<file path="config.mk">
export PLATFORM = sky130hd
export DESIGN_NAME = jt49_nch
export DESIGN_NICKNAME = d
export VERILOG_FILES = /design/src/rtl/jt49_nch_pkg.sv /design/src/rtl/jt49_nch_tone.sv /design/src/rtl/jt49_nch.sv
export SDC_FILE = /design/constraint.sdc
export NUM_CORES = 1
export LEC_CHECK = 0
export BUFFER_PORTS_ARGS = -buffer_cell sky130_fd_sc_hd__buf_2
export CAP_MARGIN = 20
export CORE_MARGIN = 2
export CORE_UTILIZATION = 58
export CTS_BUF_LIST = sky130_fd_sc_hd__clkbuf_8
export CTS_CLUSTER_SIZE = 24
export DETAILED_ROUTE_END_ITERATION = 10
export MAX_ROUTING_LAYER = met4
export PLACE_DENSITY = 0.82
export SYNTH_ARGS = -nofsm -noshare
export SYNTH_HDL_FRONTEND = slang
export SYNTH_HIERARCHICAL = 1
export SYNTH_SLANG_ARGS = --single-unit
</file>
<file path="constraint.sdc">
create_clock -name clk -period 3.9 [get_ports clk]
set_clock_uncertainty 0.05 [all_clocks]
set_input_delay 0.195 -clock clk [delete_from_list [all_inputs] [get_ports clk]]
set_output_delay 0.195 -clock clk [all_outputs]
set_load 0.01 [all_outputs]
</file>
<file path="src/rtl/jt49_nch_pkg.sv">
// Shared constants for the multi-channel tone mixer: register offsets,
// read-back masks and the 5-bit log to 8-bit linear volume table.
package jt49_nch_pkg;

    localparam int OFF_PER_LO = 0;
    localparam int OFF_PER_HI = 1;
    localparam int OFF_LEVEL  = 2;
    localparam int OFF_SWITCH = 3;

    localparam logic [7:0] MASK_PER_LO = 8'hff;
    localparam logic [7:0] MASK_LEVEL  = 8'h1f;
    localparam logic [7:0] MASK_SWITCH = 8'h0f;

    localparam logic [7:0] LIN_TABLE [32] = '{
        8'd0,   8'd1,   8'd1,   8'd1,   8'd2,   8'd2,   8'd3,   8'd3,
        8'd4,   8'd5,   8'd6,   8'd7,   8'd9,   8'd11,  8'd13,  8'd15,
        8'd18,  8'd22,  8'd26,  8'd31,  8'd37,  8'd45,  8'd53,  8'd63,
        8'd75,  8'd90,  8'd106, 8'd127, 8'd151, 8'd180, 8'd212, 8'd255
    };

    function automatic int addr_width(input int ch);
        return ($clog2(4 * ch) < 2) ? 2 : $clog2(4 * ch);
    endfunction

    // Upper period byte only holds the PW-8 bits above the low byte.
    function automatic logic [7:0] per_hi_mask(input int pw);
        return 8'hff >> (16 - pw);
    endfunction

    function automatic logic [7:0] read_mask(input logic [1:0] off, input int pw);
        case (int'(off))
            OFF_PER_LO: return MASK_PER_LO;
            OFF_PER_HI: return per_hi_mask(pw);
            OFF_LEVEL:  return MASK_LEVEL;
            default:    return MASK_SWITCH;
        endcase
    endfunction

    function automatic logic [7:0] lin(input logic [4:0] level);
        return LIN_TABLE[level];
    endfunction

endpackage

</file>
<file path="src/rtl/jt49_nch_tone.sv">
// Square-wave tone divider: toggles its output every max(period,1) ticks.
module jt49_nch_tone #(
    parameter int PW = 12
) (
    input  logic          clk,
    input  logic          rst_n,
    input  logic          cen,
    input  logic [PW-1:0] period,
    output logic          tone
);

    logic [PW-1:0] cnt;
    logic [PW:0]   cnt_inc;
    logic [PW:0]   eff_period;

    // One extra bit so the compare never wraps; ">=" lets a shrunken period
    // restart the count on the next tick instead of stalling.
    assign cnt_inc    = {1'b0, cnt} + (PW+1)'(1);
    assign eff_period = (period == '0) ? (PW+1)'(1) : {1'b0, period};

    always_ff @(posedge clk) begin
        if (!rst_n) begin
            cnt  <= '0;
            tone <= 1'b0;
        end else if (cen) begin
            if (cnt_inc >= eff_period) begin
                cnt  <= '0;
                tone <= ~tone;
            end else begin
                cnt <= cnt_inc[PW-1:0];
            end
        end
    end

endmodule

</file>
<file path="src/rtl/jt49_nch.sv">
// CH-channel tone generator with per-channel gating, log volume and stereo
// panning, mixed by a time-multiplexed accumulator one slot per clk_en.
module jt49_nch
    import jt49_nch_pkg::*;
#(
    parameter  int CH = 3,
    parameter  int PW = 12,
    localparam int AW = addr_width(CH),
    localparam int SW = 8 + $clog2(CH + 1)
) (
    input  logic          clk,
    input  logic          rst_n,
    input  logic          clk_en,
    input  logic          cen16,
    input  logic [AW-1:0] addr,
    input  logic          cs_n,
    input  logic          wr_n,
    input  logic [7:0]    din,
    output logic [7:0]    dout,
    input  logic          noise,
    input  logic [4:0]    env,
    output logic [SW-1:0] left,
    output logic [SW-1:0] right,
    output logic          sample
);

    localparam int NREG = 4 * CH;
    localparam int SLW  = $clog2(CH + 1);

    logic [7:0]    regs [NREG];
    logic          mapped;
    logic          tick;
    logic [CH-1:0] tone;
    logic [CH-1:0] mix;
    logic [CH-1:0] pan_l;
    logic [CH-1:0] pan_r;
    logic [7:0]    lin_lvl [CH];

    assign mapped = int'(addr) < NREG;
    assign tick   = clk_en & cen16;

    always_ff @(posedge clk) begin
        if (!rst_n) begin
            // NOTE: the register file is small flops, not RAM, so it is cleared
            // with everything else; this also guarantees silence after reset.
            for (int i = 0; i < NREG; i++) regs[i] <= '0;
            dout <= '0;
        end else begin
            // NOTE: non-blocking here is what makes a same-cycle read return
            // the old contents while the write lands at the same edge.
            if (!cs_n && !wr_n && mapped) regs[addr] <= din;
            dout <= mapped ? (regs[addr] & read_mask(addr[1:0], PW)) : 8'h00;
        end
    end

    for (genvar c = 0; c < CH; c++) begin : g_ch
        logic [PW-1:0] period;
        logic [4:0]    level;

        assign period = PW'({regs[4*c+OFF_PER_HI], regs[4*c+OFF_PER_LO]});

        jt49_nch_tone #(.PW(PW)) u_tone (
            .clk    (clk),
            .rst_n  (rst_n),
            .cen    (tick),
            .period (period),
            .tone   (tone[c])
        );

        assign mix[c]     = (tone[c] | regs[4*c+OFF_SWITCH][0])
                          & (noise   | regs[4*c+OFF_SWITCH][1]);
        assign level      = !mix[c]                  ? 5'd0 :
                            regs[4*c+OFF_LEVEL][4]   ? env  :
                            {regs[4*c+OFF_LEVEL][3:0], regs[4*c+OFF_LEVEL][3]};
        assign lin_lvl[c] = lin(level);
        assign pan_l[c]   = regs[4*c+OFF_SWITCH][2];
        assign pan_r[c]   = regs[4*c+OFF_SWITCH][3];
    end

    logic [SLW-1:0] slot;
    logic [SW-1:0]  acc_l;
    logic [SW-1:0]  acc_r;
    logic [7:0]     cur_lin;
    logic           cur_l;
    logic           cur_r;

    always_comb begin
        // NOTE: every output gets a default first so no path leaves a latch.
        cur_lin = '0;
        cur_l   = 1'b0;
        cur_r   = 1'b0;
        for (int c = 0; c < CH; c++) begin
            if (slot == SLW'(c)) begin
                cur_lin = lin_lvl[c];
                cur_l   = pan_l[c];
                cur_r   = pan_r[c];
            end
        end
    end

    always_ff @(posedge clk) begin
        if (!rst_n) begin
            slot   <= '0;
            acc_l  <= '0;
            acc_r  <= '0;
            left   <= '0;
            right  <= '0;
            sample <= 1'b0;
        end else begin
            sample <= 1'b0;
            if (clk_en) begin
                if (slot == SLW'(CH)) begin
                    slot   <= '0;
                    left   <= acc_l;
                    right  <= acc_r;
                    acc_l  <= '0;
                    acc_r  <= '0;
                    sample <= 1'b1;
                end else begin
                    slot <= slot + SLW'(1);
                    if (cur_l) acc_l <= acc_l + SW'(cur_lin);
                    if (cur_r) acc_r <= acc_r + SW'(cur_lin);
                end
            end
        end
    end

endmodule

</file>
* After elaboration in Yosys (flattened, before gate mapping)
Memory sizes are Yosys's and may differ from the RTL's.
Index checks and enable logic that the tools add are counted.
** Word-level totals
- Bits in registers :: 90
- RAM bits :: 96
- Bits in read-only memories :: 768
- Bits of input ports :: 24
- Output and inout bits :: 29
- Logic and storage cells :: 113
- Memories kept :: 4
** Memory list
- (no name shown) :: words 32, bits a word 8, read ports 1, clocked after Yosys merged registers in 0, write ports 0, RTL line jt49_nch_pkg.sv:40 : return LIN_TABLE[level];
- (no name shown) :: words 32, bits a word 8, read ports 1, clocked after Yosys merged registers in 0, write ports 0, RTL line jt49_nch_pkg.sv:40
- (no name shown) :: words 32, bits a word 8, read ports 1, clocked after Yosys merged registers in 0, write ports 0, RTL line jt49_nch_pkg.sv:40
- regs :: words 12, bits a word 8, read ports 13, clocked after Yosys merged registers in 0, write ports 12, RTL line jt49_nch.sv:30 : logic [7:0] regs [NREG];
** Operators by class
- Add/subtract/negate cells :: 6
- $lt $le $gt $ge :: 7
- Equal/unequal tests :: 4
- Mux-type cells :: 42
- Bitwise gates (word level) :: 17
- Reduce and logical (&&, ||, !) cells :: 20
** Operator list (count)
- $mux W8 :: 11
- $mux W12 :: 6
- $mux W10 :: 4
- $add A12 B1 Y13 const B :: 3
- $ge A13 B13 Y1 :: 3
- $logic_not A12 Y1 :: 3
- $mux W5 :: 6
- $add A10 B8 Y10 :: 2
- $ge A6 B6 Y1 const B :: 3
- $not A5 Y6 :: 3
- $pmux W8 S2 :: 1
- $reduce_and A2 Y1 :: 8
- $mux W1 :: 12
- $and A8 B8 Y8 :: 1
- $reduce_or A8 Y1 :: 1
- $eq A2 B2 Y1 const B :: 3
- $or A1 B1 Y1 :: 6
- $and A1 B1 Y1 :: 4
- $logic_not A2 Y1 :: 2
- $lt A4 B4 Y1 const B :: 1
- $mux W4 :: 1
- $reduce_bool A2 Y1 :: 2
- $not A1 Y1 :: 3
- $add A2 B1 Y2 const B :: 1
- other kinds (4) :: 6

* Longest topological paths before layout
An unclocked memory read counts as a cell.
- Depth after elaboration :: 14
- Gate-level depth with buffers :: 17
- Depth with buffers taken out :: 16

* Cells and area by module
Netlist, hierarchy kept.
** By module, submodules not included
- jt49_nch :: times used 1, cells an instance 732, area an instance 8081.5 µm², seq. area each 3903.7 µm²
- jt49_nch_tone (g_ch[1].u_tone ...) :: times used 2, cells an instance 158, area an instance 1271.2 µm², seq. area each 260.2 µm²
- jt49_nch_tone (g_ch[0].u_tone) :: times used 1, cells an instance 129, area an instance 1067.3 µm², seq. area each 260.2 µm²

* Worst setup path before layout
Ideal clock, no wire load.
- Path type :: register -> register
- Start point :: memory regs[2][4]
- End point :: register acc_r[9]
- Library setup time :: 0.125 ns
- Arrival :: 3.691 ns
- Required time :: 3.725 ns
- Path slack :: 0.033 ns
- Cell stages (with the launch flop) :: 17
- Path buffers :: 1
- Clock period less this slack :: 3.867 ns
- Cell sequence :: edfxtp_1 buf_4 mux2_2 nand2_1 inv_1 ha_1 inv_1 mux2i_1 a21oi_1 a21oi_1 o311ai_0 ha_1 a21o_1 a221o_1 o41a_1 mux2i_1 a21oi_1
** RTL lines
- start, declared :: RTL line jt49_nch.sv:30
- end signal, assigned :: RTL line jt49_nch.sv:122 : if (cur_r) acc_r <= acc_r + SW'(cur_lin);
- end, declared :: RTL line jt49_nch.sv:82 : logic [SW-1:0] acc_r;

==> insert_results.sql <==
INSERT INTO impl_metrics (metric_group, metric, value, unit) VALUES
('run_status', 'status', 'finished, final reports clean', ''),
('finish', 'antenna_cells_inserted', '0', ''),
('clock_tree', 'cts.clk_slew.worst_paths', '0.09', 'ns'),
('finish', 'finish.utilization', '65.8', '%'),
('synth', 'netlist_area', '0.0117', 'sq mm'),
('floorplan', 'die_area', '0.0213', 'sq mm'),
('timing', 'post-route-worst-setup-slack', '0.115', 'ns'),
('floorplan', 'coreArea', '0.0196', 'sq mm'),
('global_routing', 'maximum_number_of_pins_on_one_net_before_global_route_repair', '33', ''),
('drt', 'routed_wirelength', '30000', 'um'),
('synth', 'post_synth_num_cell_types', '83', ''),
('global_routing', 'grt_first_pass_wirelength', '47700', 'um'),
('timing', 'hold-worst-slack', '0.0718', 'ns'),
('hold_path', 'hold_path.startpoint', 'clk_en', ''),
('timing', 'hold_viol', '0', ''),
('clock_tree', 'clock_latency_on_the_worst_skew_pair', '0.47', 'ns'),
('synth', 'synth_seq_area_share', '40.1', '%'),
('synth', 'synthArstFlopShare', '0', '%'),
('placed_design', 'post_dp_cell_area', '0.0124', 'sq mm'),
('placed_design', 'dp_cells', '1485', ''),
('timing', 'final_setup_violation_count', '0', ''),
('worst_setup_path', 'worstPathRequired', '4.22', 'ns'),
('finish', 'layout-drive-gt1-share', '18.6', '%'),
('worst_setup_path', 'crit-reg2reg-capture', 'acc_r[6]', ''),
('worst_setup_path', 'r2r_cells', '16', ''),
('finish', 'finalNonFillerCells', '1519', ''),
('drt', 'route.vias.total', '9636', ''),
('synth', 'synth_top_flop_cell', 'sky130_fd_sc_hd__edfxtp_1', ''),
('timing', 'post-route-period-util', '97.1', '%'),
('timing', 'grt_setup_unrepaired', 'yes', ''),
('power', 'power.density', '332', 'mW/mm^2'),
('global_routing', 'track_usage', '28.8', '%'),
('clock_tree', 'root_buffer', 'sky130_fd_sc_hd__clkbuf_8', ''),
('flow_run', 'maxCapViolCount', '0', ''),
('floorplan', 'floorplan.io_pins', '53', ''),
('global_routing', 'number_of_global_route_vias_before_repair', '8915', ''),
('finish', 'layout_commonest_cell', 'sky130_fd_sc_hd__and2_1', ''),
('clock_tree', 'sink_count', '186', ''),
('timing', 'finalWorstPathRequiredPeriod', '3.79', 'ns'),
('placed_design', 'hpwl', '21700', 'um'),
('drt', 'first_pass_iters', '6', ''),
('drt', 'antenna_left', '0', ''),
('hold_path', 'whs_path_depth', '3', ''),
('worst_setup_path', 'reg2reg_from', 'regs[6][4]', ''),
('worst_setup_path', 'arrival', '4.11', 'ns'),
('synth', 'synth_enable_flop_cells', '96', ''),
('global_routing', 'antenna_found_initial', '0', ''),
('drt', 'detailedRoute.firstIterationViolations', '1041', ''),
('drt', 'routedWlPerCell', '19.7', 'um'),
('floorplan', 'die_width', '146', 'um'),
('floorplan', 'floorplan.initialDensity', '59.7', '%'),
('drt', 'vias_per_cell', '6.34', ''),
('placed_design', 'placement.setup.worst_slack', '0.0192', 'ns'),
('worst_setup_path', 'critical_path.endpoint_type', 'register', ''),
('synth', 'synth.net_count', '1268', ''),
('hold_path', 'holdCritPathClass', 'input port to register', ''),
('clock_tree', 'cts_buffers', '17', ''),
('worst_setup_path', 'crit_path_max_fanout', '4', ''),
('timing', 'setup_total_negative_slack', '0', 'ns'),
('finish', 'num-nets-final', '1332', ''),
('floorplan', 'number_of_rows_created_at_floorplan', '51', ''),
('finish', 'area_delta_synth_final', '10.2', '%'),
('timing', 'finalMaxSlewViolations', '0', ''),
('power', 'fin_total_pwr', '4.28', 'mW'),
('placed_design', 'port_buffers', '52', ''),
('timing', 'worstMarginPinSlew', '1.08', 'ns'),
('synth', 'synth-seq-cells', '186', ''),
('clock_tree', 'cts_buffer_depth', '2', ''),
('drt', 'drcViolationCount', '0', ''),
('synth', 'synth.yosys.warnings', '6', ''),
('synth', 'syn_avg_cell_area', '9.93', 'sq um');
[worst max path at each step]
stage               cells past startpoint        to  startpoint
finish                                 16  acc_r[6]  regs[6][4]
global route                           15  acc_r[6]  regs[6][4]
CTS                                    16  acc_r[6]  regs[6][4]
detailed placement                     16  acc_r[6]  regs[6][4]
global placement                       16  acc_r[6]  regs[6][4]
floorplan                              16  acc_r[9]  regs[2][4]
[synthesized netlist by cell type, types with 27 or more instances]
library cell               count  area share, %
sky130_fd_sc_hd__edfxtp_1     96             25
sky130_fd_sc_hd__inv_1        55            1.8
sky130_fd_sc_hd__ha_1         65            7.0
sky130_fd_sc_hd__and2_1      100            5.4
sky130_fd_sc_hd__nor4_1       35            1.9
sky130_fd_sc_hd__nand2_1      72            2.3
sky130_fd_sc_hd__nand2b_1     32            1.7
sky130_fd_sc_hd__nor2_1       60            1.9
sky130_fd_sc_hd__dfxtp_1      90             15
sky130_fd_sc_hd__a21oi_1      52            2.2
sky130_fd_sc_hd__nor3_1       29            1.2
sky130_fd_sc_hd__clkbuf_1     32            1.0
sky130_fd_sc_hd__a22o_1       27            2.0
sky130_fd_sc_hd__o21ai_0      35            1.5
sky130_fd_sc_hd__mux2i_1      27            2.3
[sequential cells by signal, indices dropped and copies added (netlist names)]
signal / cells
right: 10
regs: 96
slot: 2
dout: 8
acc_r: 10
left: 10
acc_l: 10
g_ch.u_tone/tone: 3
sample: 1
g_ch.u_tone/cnt: 36
[worst max-delay path, stage by stage (launching register included)]
cell and delay (ns):
sky130_fd_sc_hd__edfxtp_1 0.48, sky130_fd_sc_hd__mux2_4 0.35, sky130_fd_sc_hd__nand2_2 0.07, sky130_fd_sc_hd__inv_1 0.04
sky130_fd_sc_hd__ha_1 0.26, sky130_fd_sc_hd__and2_4 0.14, sky130_fd_sc_hd__nor4_2 0.04, sky130_fd_sc_hd__a2111oi_1 0.37
sky130_fd_sc_hd__buf_4 0.18, sky130_fd_sc_hd__a311oi_2 0.05, sky130_fd_sc_hd__ha_2 0.24, sky130_fd_sc_hd__fa_2 0.37
sky130_fd_sc_hd__a211oi_2 0.23, sky130_fd_sc_hd__o21bai_1 0.13, sky130_fd_sc_hd__a21oi_2 0.17, sky130_fd_sc_hd__mux2_4 0.32
sky130_fd_sc_hd__a31o_4 0.20
[area by class of cell]
cell class	instances	area (sq um)
Clock buffer	18	248
Clock inverter	14	168
Fill cell	1570	6700
Inverter	56	210
Multi-Input combinational cell	869	6540
Sequential cell	186	4680
Tap cell	265	332
Timing Repair Buffer	111	707
[metal layers]
layer	vias to the layer above	wire, um	GRT usage, %
met5	-	0	-
met2	393	14200	44.9
met4	0	478	6.75
met1	4688	13100	39.5
met3	49	2190	4.95
li1	4506	-	-
[power by group]
part	total [mW]	switching, mW	internal [mW]
clock	1.38	0.726	0.657
combinational	0.688	0.405	0.284
sequential	2.21	0.0722	2.13
total	4.28	1.20	3.07
[cells by family after synthesis]
group / count (synthesis) / share of synthesized area, %
AOI/OAI and AO/OA: 258 / 15.9
xor gates and xnor gates: 28 / 2.10
adders and majority gates: 67 / 7.30
buffers and inverters: 122 / 4.70
DFF: 186 / 40.1
muxes: 61 / 7.61
and+or+nand+nor: 455 / 22.3
[timing repair]
| item | in CTS | in global routing |
|---|---|---|
| endpoints found under the setup margin | 1 | 9 |
| hold buffers | 0 | 0 |
| pin swaps | 0 | 10 |
| resized for setup | 1 | 24 |
| buffers inserted | 0 | 2 |
| endpoints found under the hold margin | 0 | 0 |
Power figures use the tool's default switching activity.
